===== config.mk =====
export PLATFORM = sky130hd
export DESIGN_NAME = mem_arbiter_flat
export DESIGN_NICKNAME = d
export VERILOG_FILES = /design/src/rtl/mem_arbiter_if.sv /design/src/rtl/mem_arbiter.sv /design/src/flat_wrapper.sv
export SDC_FILE = /design/constraint.sdc
export NUM_CORES = 1
export LEC_CHECK = 0
export CORE_AREA = 2 2 100 102
export CTS_CLUSTER_SIZE = 10
export DETAILED_ROUTE_END_ITERATION = 6
export DIE_AREA = 0 0 102 104
export PLACE_DENSITY = 0.57
export SLEW_MARGIN = 20
export SYNTH_ARGS = -nofsm -noshare
export SYNTH_HDL_FRONTEND = slang
export SYNTH_SLANG_ARGS = --single-unit

===== constraint.sdc =====
create_clock -name clk -period 3.8 [get_ports clk]
set_input_delay 0.38 -clock clk [delete_from_list [all_inputs] [get_ports clk]]
set_output_delay 0.38 -clock clk [all_outputs]
set_load 0.005 [all_outputs]

===== src/rtl/mem_arbiter_if.sv =====
// Request, response and RAM-side signals of mem_arbiter grouped into one bundle.
// slave: arbiter side; master: requesters plus RAM (environment side).
interface mem_arbiter_if #(
  parameter int CPU_WIDTH = 32,
  parameter int RAM_AW    = 10
);
  logic                   if_req;
  logic [CPU_WIDTH-1:0]   if_addr;
  logic                   if_gnt;
  logic                   if_rvalid;
  logic                   if_err;
  logic [CPU_WIDTH-1:0]   if_rdata;

  logic                   dm_req;
  logic                   dm_we;
  logic [CPU_WIDTH-1:0]   dm_addr;
  logic [CPU_WIDTH-1:0]   dm_wdata;
  logic [CPU_WIDTH/8-1:0] dm_be;
  logic                   dm_gnt;
  logic                   dm_rvalid;
  logic                   dm_err;
  logic [CPU_WIDTH-1:0]   dm_rdata;

  logic                   mem_en;
  logic                   mem_we;
  logic [RAM_AW-1:0]      mem_addr;
  logic [CPU_WIDTH-1:0]   mem_wdata;
  logic [CPU_WIDTH/8-1:0] mem_be;
  logic [CPU_WIDTH-1:0]   mem_rdata;

  modport slave (
    input  if_req, if_addr, dm_req, dm_we, dm_addr, dm_wdata, dm_be, mem_rdata,
    output if_gnt, if_rvalid, if_err, if_rdata,
           dm_gnt, dm_rvalid, dm_err, dm_rdata,
           mem_en, mem_we, mem_addr, mem_wdata, mem_be
  );

  modport master (
    output if_req, if_addr, dm_req, dm_we, dm_addr, dm_wdata, dm_be, mem_rdata,
    input  if_gnt, if_rvalid, if_err, if_rdata,
           dm_gnt, dm_rvalid, dm_err, dm_rdata,
           mem_en, mem_we, mem_addr, mem_wdata, mem_be
  );
endinterface


===== src/rtl/mem_arbiter.sv =====
// Instruction-fetch / data arbiter in front of a single-port synchronous RAM.
// Define MEM_ARB_RR_EN for round-robin contention; otherwise the data port has fixed priority.
module mem_arbiter #(
  parameter int CPU_WIDTH = 32,
  parameter int RAM_AW    = 10
) (
  input  logic         clk,
  input  logic         a_reset_n,
  mem_arbiter_if.slave bus
);
  localparam int         BE_W     = CPU_WIDTH / 8;
  localparam logic [0:0] OWNER_IF = 1'b0;
  localparam logic [0:0] OWNER_DM = 1'b1;

  // Misaligned or beyond the RAM window: answered with err instead of touching the RAM.
  function automatic logic addr_bad(input logic [CPU_WIDTH-1:0] addr);
    logic [CPU_WIDTH-1:0] high_s;
    high_s = addr >> (RAM_AW + 2);
    return (addr[1:0] != 2'b00) || (high_s != {CPU_WIDTH{1'b0}});
  endfunction

  logic [0:0]           last_owner_q, last_owner_d;
  logic [0:0]           rsp_owner_q, rsp_owner_d;
  logic                 rsp_pending_q, rsp_pending_d;
  logic                 rsp_err_q, rsp_err_d;
  logic                 rsp_we_q, rsp_we_d;

  logic                 any_req_s;
  logic                 sel_dm_s;
  logic [CPU_WIDTH-1:0] sel_addr_s;
  logic                 addr_err_s;
  logic                 acc_ok_s;
  logic                 wr_s;
  logic                 if_rsp_s;
  logic                 dm_rsp_s;

  // Arbitration: pick one requester and qualify its address.
  always_comb begin
    any_req_s = a_reset_n & (bus.if_req | bus.dm_req);
`ifdef MEM_ARB_RR_EN
    if (bus.if_req && bus.dm_req) begin
      sel_dm_s = (last_owner_q == OWNER_IF);
    end else begin
      sel_dm_s = bus.dm_req;
    end
`else
    sel_dm_s = bus.dm_req;
`endif
    if (sel_dm_s) begin
      sel_addr_s = bus.dm_addr;
    end else begin
      sel_addr_s = bus.if_addr;
    end
    addr_err_s = addr_bad(sel_addr_s);
    acc_ok_s   = any_req_s & ~addr_err_s;
    wr_s       = acc_ok_s & sel_dm_s & bus.dm_we;
  end

  // Grant pulses and RAM strobes for the access issued this cycle.
  always_comb begin
    bus.if_gnt = any_req_s & ~sel_dm_s;
    bus.dm_gnt = any_req_s & sel_dm_s;
    bus.mem_en = acc_ok_s;
    bus.mem_we = wr_s;
    if (acc_ok_s) begin
      bus.mem_addr = sel_addr_s[RAM_AW+1:2];
    end else begin
      bus.mem_addr = {RAM_AW{1'b0}};
    end
    if (wr_s) begin
      bus.mem_wdata = bus.dm_wdata;
      bus.mem_be    = bus.dm_be;
    end else begin
      bus.mem_wdata = {CPU_WIDTH{1'b0}};
      bus.mem_be    = {BE_W{1'b0}};
    end
  end

  // Response routing: RAM data is steered by the owner tag captured at grant time.
  always_comb begin
    if_rsp_s      = rsp_pending_q & (rsp_owner_q == OWNER_IF);
    dm_rsp_s      = rsp_pending_q & (rsp_owner_q == OWNER_DM);
    bus.if_rvalid = if_rsp_s & ~rsp_we_q;
    bus.if_err    = if_rsp_s & rsp_err_q;
    bus.dm_rvalid = dm_rsp_s & ~rsp_we_q;
    bus.dm_err    = dm_rsp_s & rsp_err_q;
    if (if_rsp_s && !rsp_we_q && !rsp_err_q) begin
      bus.if_rdata = bus.mem_rdata;
    end else begin
      bus.if_rdata = {CPU_WIDTH{1'b0}};
    end
    if (dm_rsp_s && !rsp_we_q && !rsp_err_q) begin
      bus.dm_rdata = bus.mem_rdata;
    end else begin
      bus.dm_rdata = {CPU_WIDTH{1'b0}};
    end
  end

  // Next-state of the response tag and owner history.
  always_comb begin
    rsp_pending_d = any_req_s;
    rsp_err_d     = any_req_s & addr_err_s;
    rsp_we_d      = any_req_s & sel_dm_s & bus.dm_we;
    if (sel_dm_s) begin
      rsp_owner_d = OWNER_DM;
    end else begin
      rsp_owner_d = OWNER_IF;
    end
    if (any_req_s) begin
      last_owner_d = rsp_owner_d;
    end else begin
      last_owner_d = last_owner_q;
    end
  end

  // State registers; reset drops any in-flight response.
  always_ff @(posedge clk or negedge a_reset_n) begin
    if (!a_reset_n) begin
      last_owner_q  <= OWNER_DM;
      rsp_owner_q   <= OWNER_IF;
      rsp_pending_q <= 1'b0;
      rsp_err_q     <= 1'b0;
      rsp_we_q      <= 1'b0;
    end else begin
      last_owner_q  <= last_owner_d;
      rsp_owner_q   <= rsp_owner_d;
      rsp_pending_q <= rsp_pending_d;
      rsp_err_q     <= rsp_err_d;
      rsp_we_q      <= rsp_we_d;
    end
  end
endmodule

===== src/flat_wrapper.sv =====
// flat-port wrapper written by rule: the top's interface ports become plain ports
module mem_arbiter_flat 
#(
  parameter int CPU_WIDTH = 32,
  parameter int RAM_AW    = 10
)
  (clk, a_reset_n, bus_if_req, bus_if_addr, bus_dm_req, bus_dm_we, bus_dm_addr, bus_dm_wdata, bus_dm_be, bus_mem_rdata, bus_if_gnt, bus_if_rvalid, bus_if_err, bus_if_rdata, bus_dm_gnt, bus_dm_rvalid, bus_dm_err, bus_dm_rdata, bus_mem_en, bus_mem_we, bus_mem_addr, bus_mem_wdata, bus_mem_be);
  mem_arbiter_if #(.CPU_WIDTH(CPU_WIDTH), .RAM_AW(RAM_AW)) bus_i ();
  input  logic clk;
  input  logic a_reset_n;
  input wire logic [$bits(bus_i.if_req)-1:0] bus_if_req;
  input wire logic [$bits(bus_i.if_addr)-1:0] bus_if_addr;
  input wire logic [$bits(bus_i.dm_req)-1:0] bus_dm_req;
  input wire logic [$bits(bus_i.dm_we)-1:0] bus_dm_we;
  input wire logic [$bits(bus_i.dm_addr)-1:0] bus_dm_addr;
  input wire logic [$bits(bus_i.dm_wdata)-1:0] bus_dm_wdata;
  input wire logic [$bits(bus_i.dm_be)-1:0] bus_dm_be;
  input wire logic [$bits(bus_i.mem_rdata)-1:0] bus_mem_rdata;
  output wire logic [$bits(bus_i.if_gnt)-1:0] bus_if_gnt;
  output wire logic [$bits(bus_i.if_rvalid)-1:0] bus_if_rvalid;
  output wire logic [$bits(bus_i.if_err)-1:0] bus_if_err;
  output wire logic [$bits(bus_i.if_rdata)-1:0] bus_if_rdata;
  output wire logic [$bits(bus_i.dm_gnt)-1:0] bus_dm_gnt;
  output wire logic [$bits(bus_i.dm_rvalid)-1:0] bus_dm_rvalid;
  output wire logic [$bits(bus_i.dm_err)-1:0] bus_dm_err;
  output wire logic [$bits(bus_i.dm_rdata)-1:0] bus_dm_rdata;
  output wire logic [$bits(bus_i.mem_en)-1:0] bus_mem_en;
  output wire logic [$bits(bus_i.mem_we)-1:0] bus_mem_we;
  output wire logic [$bits(bus_i.mem_addr)-1:0] bus_mem_addr;
  output wire logic [$bits(bus_i.mem_wdata)-1:0] bus_mem_wdata;
  output wire logic [$bits(bus_i.mem_be)-1:0] bus_mem_be;
  assign bus_i.if_req = bus_if_req;
  assign bus_i.if_addr = bus_if_addr;
  assign bus_i.dm_req = bus_dm_req;
  assign bus_i.dm_we = bus_dm_we;
  assign bus_i.dm_addr = bus_dm_addr;
  assign bus_i.dm_wdata = bus_dm_wdata;
  assign bus_i.dm_be = bus_dm_be;
  assign bus_i.mem_rdata = bus_mem_rdata;
  assign bus_if_gnt = bus_i.if_gnt;
  assign bus_if_rvalid = bus_i.if_rvalid;
  assign bus_if_err = bus_i.if_err;
  assign bus_if_rdata = bus_i.if_rdata;
  assign bus_dm_gnt = bus_i.dm_gnt;
  assign bus_dm_rvalid = bus_i.dm_rvalid;
  assign bus_dm_err = bus_i.dm_err;
  assign bus_dm_rdata = bus_i.dm_rdata;
  assign bus_mem_en = bus_i.mem_en;
  assign bus_mem_we = bus_i.mem_we;
  assign bus_mem_addr = bus_i.mem_addr;
  assign bus_mem_wdata = bus_i.mem_wdata;
  assign bus_mem_be = bus_i.mem_be;
  mem_arbiter #(.CPU_WIDTH(CPU_WIDTH), .RAM_AW(RAM_AW)) u_core (.clk(clk), .a_reset_n(a_reset_n), .bus(bus_i));
endmodule

==> results of run 1 <==
area by class of cell:
| type | instances | share of cell area |
|---|---|---|
| tap | 133 | 0.04165 |
| sequential | 4 | 0.02505 |
| clock buffer | 3 | 0.01034 |
| inverter | 12 | 0.01127 |
| multi-input combinational | 164 | 0.2659 |
| timing repair buffer | 259 | 0.6458 |
flip-flops by register name, summed over array words and instances, names as in the netlist:
register	cells
u_core.rsp_pending_q	1
u_core.rsp_err_q	1
u_core.rsp_owner_q	1
u_core.rsp_we_q	1
critical path, stage by stage:
cell             delay, ns
clkdlybuf4s50_1       0.40
nor4_1                0.37
nand4_1               0.50
o32ai_1               0.41
and2_1                0.17
clkdlybuf4s50_1       0.50
kinds of logic (layout without fill, tap and decap cells):
logic type | Yosys count | in the layout
AOI/OAI and AO/OA | 14 | 14
buffers and inverters | 27 | 274
DFF | 4 | 4
muxes | 1 | 1
and+or+nand+nor | 149 | 149
per-stage QoR:
| step | worst slack [ns] | hold WS (ns) |
|---|---|---|
| after floorplan | 1.890 | 0.08441 |
| after global placement | 0.6568 | 0.6268 |
| after detailed placement | 0.6838 | 0.6302 |
| after CTS | 0.6734 | 0.4012 |
| after global routing | 0.4871 | 0.4179 |
| final | 0.6797 | 0.4019 |
metal layers:
layer / up-vias / global-route usage / part of all wire
met3: 15 / 0.03831 / 0.11
met4: 2 / 0.04286 / 0.021
met5: - / 0 / 0.0017
met1: 947 / 0.1375 / 0.36
li1: 1131 / - / -
met2: 127 / 0.2627 / 0.51
worst max path at each step:
stage | to | slack (ns)
floorplan | bus_mem_be[0] | 1.89
global placement | bus_mem_addr[9] | 0.66
detailed placement | bus_mem_addr[0] | 0.68
CTS | bus_mem_addr[4] | 0.67
global route | bus_mem_addr[3] | 0.49
finish | bus_mem_addr[4] | 0.68
power by group through the flow:
stage | clock network [mW] | logic (mW) | registers (mW)
floorplan | 0 | 0.0366 | 0.0475
global placement | 0 | 0.222 | 0.0481
detailed placement | 0 | 0.223 | 0.0483
CTS | 0.0908 | 0.224 | 0.0479
global route | 0.0945 | 0.240 | 0.0484
finish | 0.0879 | 0.222 | 0.0478
cells in the final DEF, fill, tap and decap left out, drive strengths merged:
cell           instances
a211oi                 1
nor3                   1
o21ai                  1
and3b                  1
inv                   12
a221o                  1
buf                    5
a21oi                  1
and3                   2
nor2                   2
o32ai                 10
nor3b                  2
clkdlybuf4s50        254
and2                 112
nand2                 15
nand4                  2
nor2b                  2
clkbuf                 3
dfrtp                  4
nor4                  10
mux2i                  1
==> summary.md, run 1 <==
| Metric | Value |
|---|---|
| CTS tree | built |
| Worst setup path startpoint | bus_if_addr[12] |
| Die width | 102 um |
| Async S/R FF share, synth | 1.000 |
| Nets | 581 |
| Setup TNS | 0 ns |
| Initial Util | 0.1348 |
| Final worst path period share | 0.8211 |
| Htree depth | 1 |
| Largest family of logic cells by synthesized area | simple AND/OR/NAND/NOR gates |
| CTS buffer count | 3 |
| Finished Layout Cells | 575 |
| Synthesis-to-layout area growth | 210.3% |
| Critical path required time | 3.42 ns |
| Via count | 2222 |
| Adder-Cell Fraction of Synth Area | 0 |
| Leakage | 1.520 nW |
| # fillers | 991 |
| Area after DPL | 3954 um^2 |
| Syn avg cell area | 6.602 um^2 |
| DR iter-0 viols | 33 |
| Synth Area in Simple Gates | 0.7182 |
| Post-synth EDFFs | 0 |
| Port buffer count | 254 |
| GR Util All Layers | 0.1365 |
| Peak supply drop | 0.07505 mV |
| Worst Path Max Fanout | 12 |
| Hold Violations, Final | 0 |
| Synth area leader | and2_1 |
| Post-synth design cell area | 1287 um^2 |
| Main flop type after synthesis | dfrtp_1 |
| DP HPWL | 6748 um |
| Yosys reg bits | 4 |
| Crit path kind | input pin to primary output |
| Top cells by count, synth | 112 x and2_1, 15 x nand2_1, 12 x inv_1, 11 x clkbuf_1, 10 x o32ai_1 |
| Number of diodes | 0 |
| Largest net degree at the start of global routing | 38 |
| Yosys synthesis warning count | 0 |
| Vias/cell | 3.864 |
| Area of the multi-input gates | 1062 um^2 |
| Pins Over Slew Limit | 0 |
| Yosys cell types | 23 |
| Clock Path Buffers | 2 |
| RSZ-0062 raised after global routing | false |
| Synth area leaders | and2_1 54%, dfrtp_1 7.8%, o32ai_1 6.8%, nand2_1 4.4%, nor4_2 3.9% |
| Die ar. | 10610 um^2 |
| Post-Route WL | 7726 um |
| Placed insts | 572 |
| Core area | 9549 um^2 |
| Part of the power in the clock network | 0.246 |
| Post-synth top area share | 0.5442 |
| WL/cell | 13.44 um |
| Initial antenna violation count | 1 |
| Layout cell share with drive strength beyond 1 | 0.03167 |
| Post-CTS Setup Bufs | 0 |
| Design Area, Final | 3995 um^2 |
| Final ANT Viol Nets | 0 |
| Worst Path Arrival | 2.74 ns |
| Number of I/O pins | 255 |
| Seq/Total Area, Yosys | 0.07775 |
| First-pass DRT Iterations | 4 |
| Final Power | 0.3576 mW |
| Gp weighted congestion | 0.8654 |
| Hold WC Path Type | input pin to asynchronous set/reset pin |
| Clock Pin Slew Worst Setup and Hold Paths | 0.03 ns |
| Max_cap viols | 0 |
| Most numerous cell in the Yosys netlist | and2_1 |
| Comb power frac | 0.620 |
| Clock sink count | 4 |
| Rows | 36 |
| Final Critical Period | 3.120 ns |
| Grt total ovfl | 0 |
| Switch share | 0.2152 |
| FF+latch area | 100.1 um^2 |
| Post-layout util | 0.4184 |
| DRC violations left | 0 |
| Status | complete, no violations |
| Tightest Pin Transition | 0.5978 ns |
| First-pass GRT wire length | 11640 um |
| Critical Path Sink Type | primary output |
| Pwr Density | 89.51 nW/um^2 |
| CTS root buf | clkbuf_8 |
| Mapped Cells | 195 |
| Vias in the first global route | 2247 |
| Power Internal | 0.2806 mW |
| Register share of total power | 0.134 |
| Net Count, Synth | 332 |
| Die Y-Extent | 104 um |
| CTS resizes | 0 |
| Synth Area in XOR/XNOR | 0 |
| Worst Setup Start Kind | input pin |
| Max-slew headroom | 0.6015 |
| Synth Area in Compound Gates | 0.09913 |
| Multiplexer area fraction after synthesis | 0.007775 |
| CTS hold repair buffers | 0 |
| Sw Pwr | 0.07696 mW |
| Fmax | 320.5 MHz |
| Final setup violation count | 0 |
No activity file was read; power rests on OpenSTA's default activity.
==> run 2, diff against run 1 <==
--- a/config.mk
+++ b/config.mk
@@ -5,11 +5,11 @@
 export SDC_FILE = /design/constraint.sdc
 export NUM_CORES = 1
 export LEC_CHECK = 0
-export CORE_AREA = 2 2 100 102
+export CORE_AREA = 2 2 99 101
 export CTS_CLUSTER_SIZE = 10
 export DETAILED_ROUTE_END_ITERATION = 6
-export DIE_AREA = 0 0 102 104
-export PLACE_DENSITY = 0.57
+export DIE_AREA = 0 0 101 103
+export PLACE_DENSITY = 0.58
 export SLEW_MARGIN = 20
 export SYNTH_ARGS = -nofsm -noshare
 export SYNTH_HDL_FRONTEND = slang
==> constraint.sdc (replaced) <==
create_clock -name clk -period 2.9 [get_ports clk]
set_input_delay 0.29 -clock clk [delete_from_list [all_inputs] [get_ports clk]]
set_output_delay 0.29 -clock clk [all_outputs]
set_load 0.005 [all_outputs]
==> summary.md, run 2 (synthesis gave the netlist of run 1 again) <==
| Metric | Value |
|---|---|
| Status | complete, no violations |
| CTS tree | built |
| Critical Path Sink Type | primary output |
| DRC violations left | 0 (unchanged) |
| Synthesis-to-layout area growth | 213.0% |
| DR iter-0 viols | 28 (-15%) |
| Commonest non-fill, non-tap cell in the layout | clkdlybuf4s50_1 |
| Initial antenna violation count | 0 (-1) |
| First-pass GRT wire length | 10860 um (-6.7%) |
| CTS hold repair buffers | 0 (unchanged) |
| Peak supply drop | 0.06599 mV (-12%) |
| Rows | 36 (unchanged) |
| Worst hold slack | 0.4067 ns (+0.004856 ns) |
| Post-CTS Setup Bufs | 0 (unchanged) |
| Die Y-Extent | 103 um (-0.96%) |
| Number of diodes | 0 (unchanged) |
| DP HPWL | 6843 um (+1.4%) |
| Most frequent cells in the layout | 254 x clkdlybuf4s50_1, 112 x and2_1, 15 x nand2_1 |
| Post-Route WL | 7755 um (+0.38%) |
| Hold WC Path Type | input pin to asynchronous set/reset pin |
| WL/cell | 13.87 um (+3.2%) |
| Nets | 584 (+0.52%) |
| Htree depth | 1 (unchanged) |
| First-pass DRT Iterations | 4 (unchanged) |
| Number of I/O pins | 255 (unchanged) |
| Max-slew headroom | 0.6858 (+0.08434) |
| Leakage | 1.541 nW (+1.4%) |
| Vias/cell | 3.986 (+3.1%) |
| Final worst path period share | 0.9320 |
| CTS root buf | clkbuf_8 |
| Layout cell share with drive strength beyond 1 | 0.04494 (+0.01327) |
| Clock Path Buffers | 2 (unchanged) |
| Fin worst setup slack | 0.1971 ns (-0.4826 ns) |
| Grt total ovfl | 0 (unchanged) |
| Max_cap viols | 0 (unchanged) |
| Die ar. | 10400 um^2 (-1.9%) |
| Fmax | 370.0 MHz |
| Gp weighted congestion | 0.6574 (-24%) |
| Initial Util | 0.1361 (+0.001284) |
| CTS buffer count | 3 (unchanged) |
| Final Critical Period | 2.703 ns |
| RSZ-0062 raised after global routing | false |
| Crit path kind | input pin to primary output |
| Pwr Density | 117.4 nW/um^2 (+31%) |
| Largest net degree at the start of global routing | 38 (unchanged) |
| Port buffer count | 254 (unchanged) |
| Critical path required time | 2.61 ns (-0.81 ns) |
| Clock Pin Slew Worst Setup and Hold Paths | 0.03 ns (about the same) |
| Vias in the first global route | 2110 (-6.1%) |
| Setup TNS | 0 ns (unchanged) |
| GR Util All Layers | 0.1323 (-0.004152) |
| Via count | 2228 (+0.27%) |
| Worst Path Arrival | 2.41 ns (-0.33 ns) |
| Pre-CTS WS | 0.09724 ns (-0.5866 ns) |
| Final setup violation count | 0 (unchanged) |
| Hold Violations, Final | 0 (unchanged) |
| Tightest Pin Transition | 0.4692 ns (-0.1286 ns) |
| Core area | 9459 um^2 (-0.94%) |
| Die width | 101 um (-0.98%) |
| Clock sink count | 4 (unchanged) |
| Pins Over Slew Limit | 0 (unchanged) |
| Final Power | 0.4731 mW (+32%) |
| Worst Setup Start Kind | input pin |
| Worst Path Max Fanout | 37 (+25) |
| Final ANT Viol Nets | 0 (unchanged) |
[run 2: cell count changes in the layout (fill, tap and decap cells not counted)]
cell | before | now
buf_12 | 0 | 2
nor4_1 | 6 | 5
buf_4 | 5 | 6
nor2b_1 | 2 | 0
nor4_2 | 4 | 5
nor2b_2 | 0 | 2
[run 2: timing repair]
action                                  in CTS  in global routing
endpoints found under the setup margin       0                  1
gates resized for setup                      0                  1
endpoints found under the hold margin        0                  0
[run 2: final cells by class]
type / instances / area (um^2)
fill: 981 / 5429
timing repair buffer: 262 / 2628
multi-input combinational: 164 / 1074
tap: 114 / 142.6
sequential: 4 / 100.1
inverter: 12 / 45.04
clock buffer: 3 / 41.29
[run 2: path summary, 6_finish.rpt]
path / startpoint / end / depth (start not counted)
worst max-delay path: bus_dm_addr[12] / bus_mem_wdata[2] / 7
min in group clk: bus_dm_we / u_core.rsp_we_q / 3
max in group asynchronous: a_reset_n / u_core.rsp_owner_q / 2
worst min-delay path: a_reset_n / u_core.rsp_err_q / 2
[run 2: critical path, stage by stage]
cell and delay [ns]:
clkdlybuf4s50_1 0.43, nor4_2 0.32, nand4_2 0.20, a211oi_4 0.28, buf_12 0.20, and2_1 0.14
clkdlybuf4s50_1 0.55
[run 2: stage by stage]
stage / instance area, um^2 / utilization / std cells
2_1_floorplan: 1287 / - / 195
3_3_place_gp: 3983 / 0.4210 / 556
3_5_place_dp: 3983 / 0.4210 / 556
4_1_cts: 4024 / 0.4254 / 559
5_1_grt: 4030 / 0.4261 / 559
6_report: 4030 / 0.4261 / 559
[run 2: power by group]
part | total [mW] | switching, mW | internal, mW
clock network | 0.115 | 0.0263 | 0.0882
logic | 0.296 | 0.0730 | 0.223
registers | 0.0630 | 0.00330 | 0.0597
total | 0.473 | 0.103 | 0.371
[run 2: layer usage]
| layer | vias up | global-route usage | routed length (um) |
|---|---|---|---|
| met1 | 969 | 0.1437 | 2794 |
| li1 | 1130 | - | - |
| met2 | 125 | 0.2497 | 4038 |
| met4 | 0 | 0.03846 | 74 |
| met3 | 4 | 0.03797 | 848 |
| met5 | - | 0 | 0 |
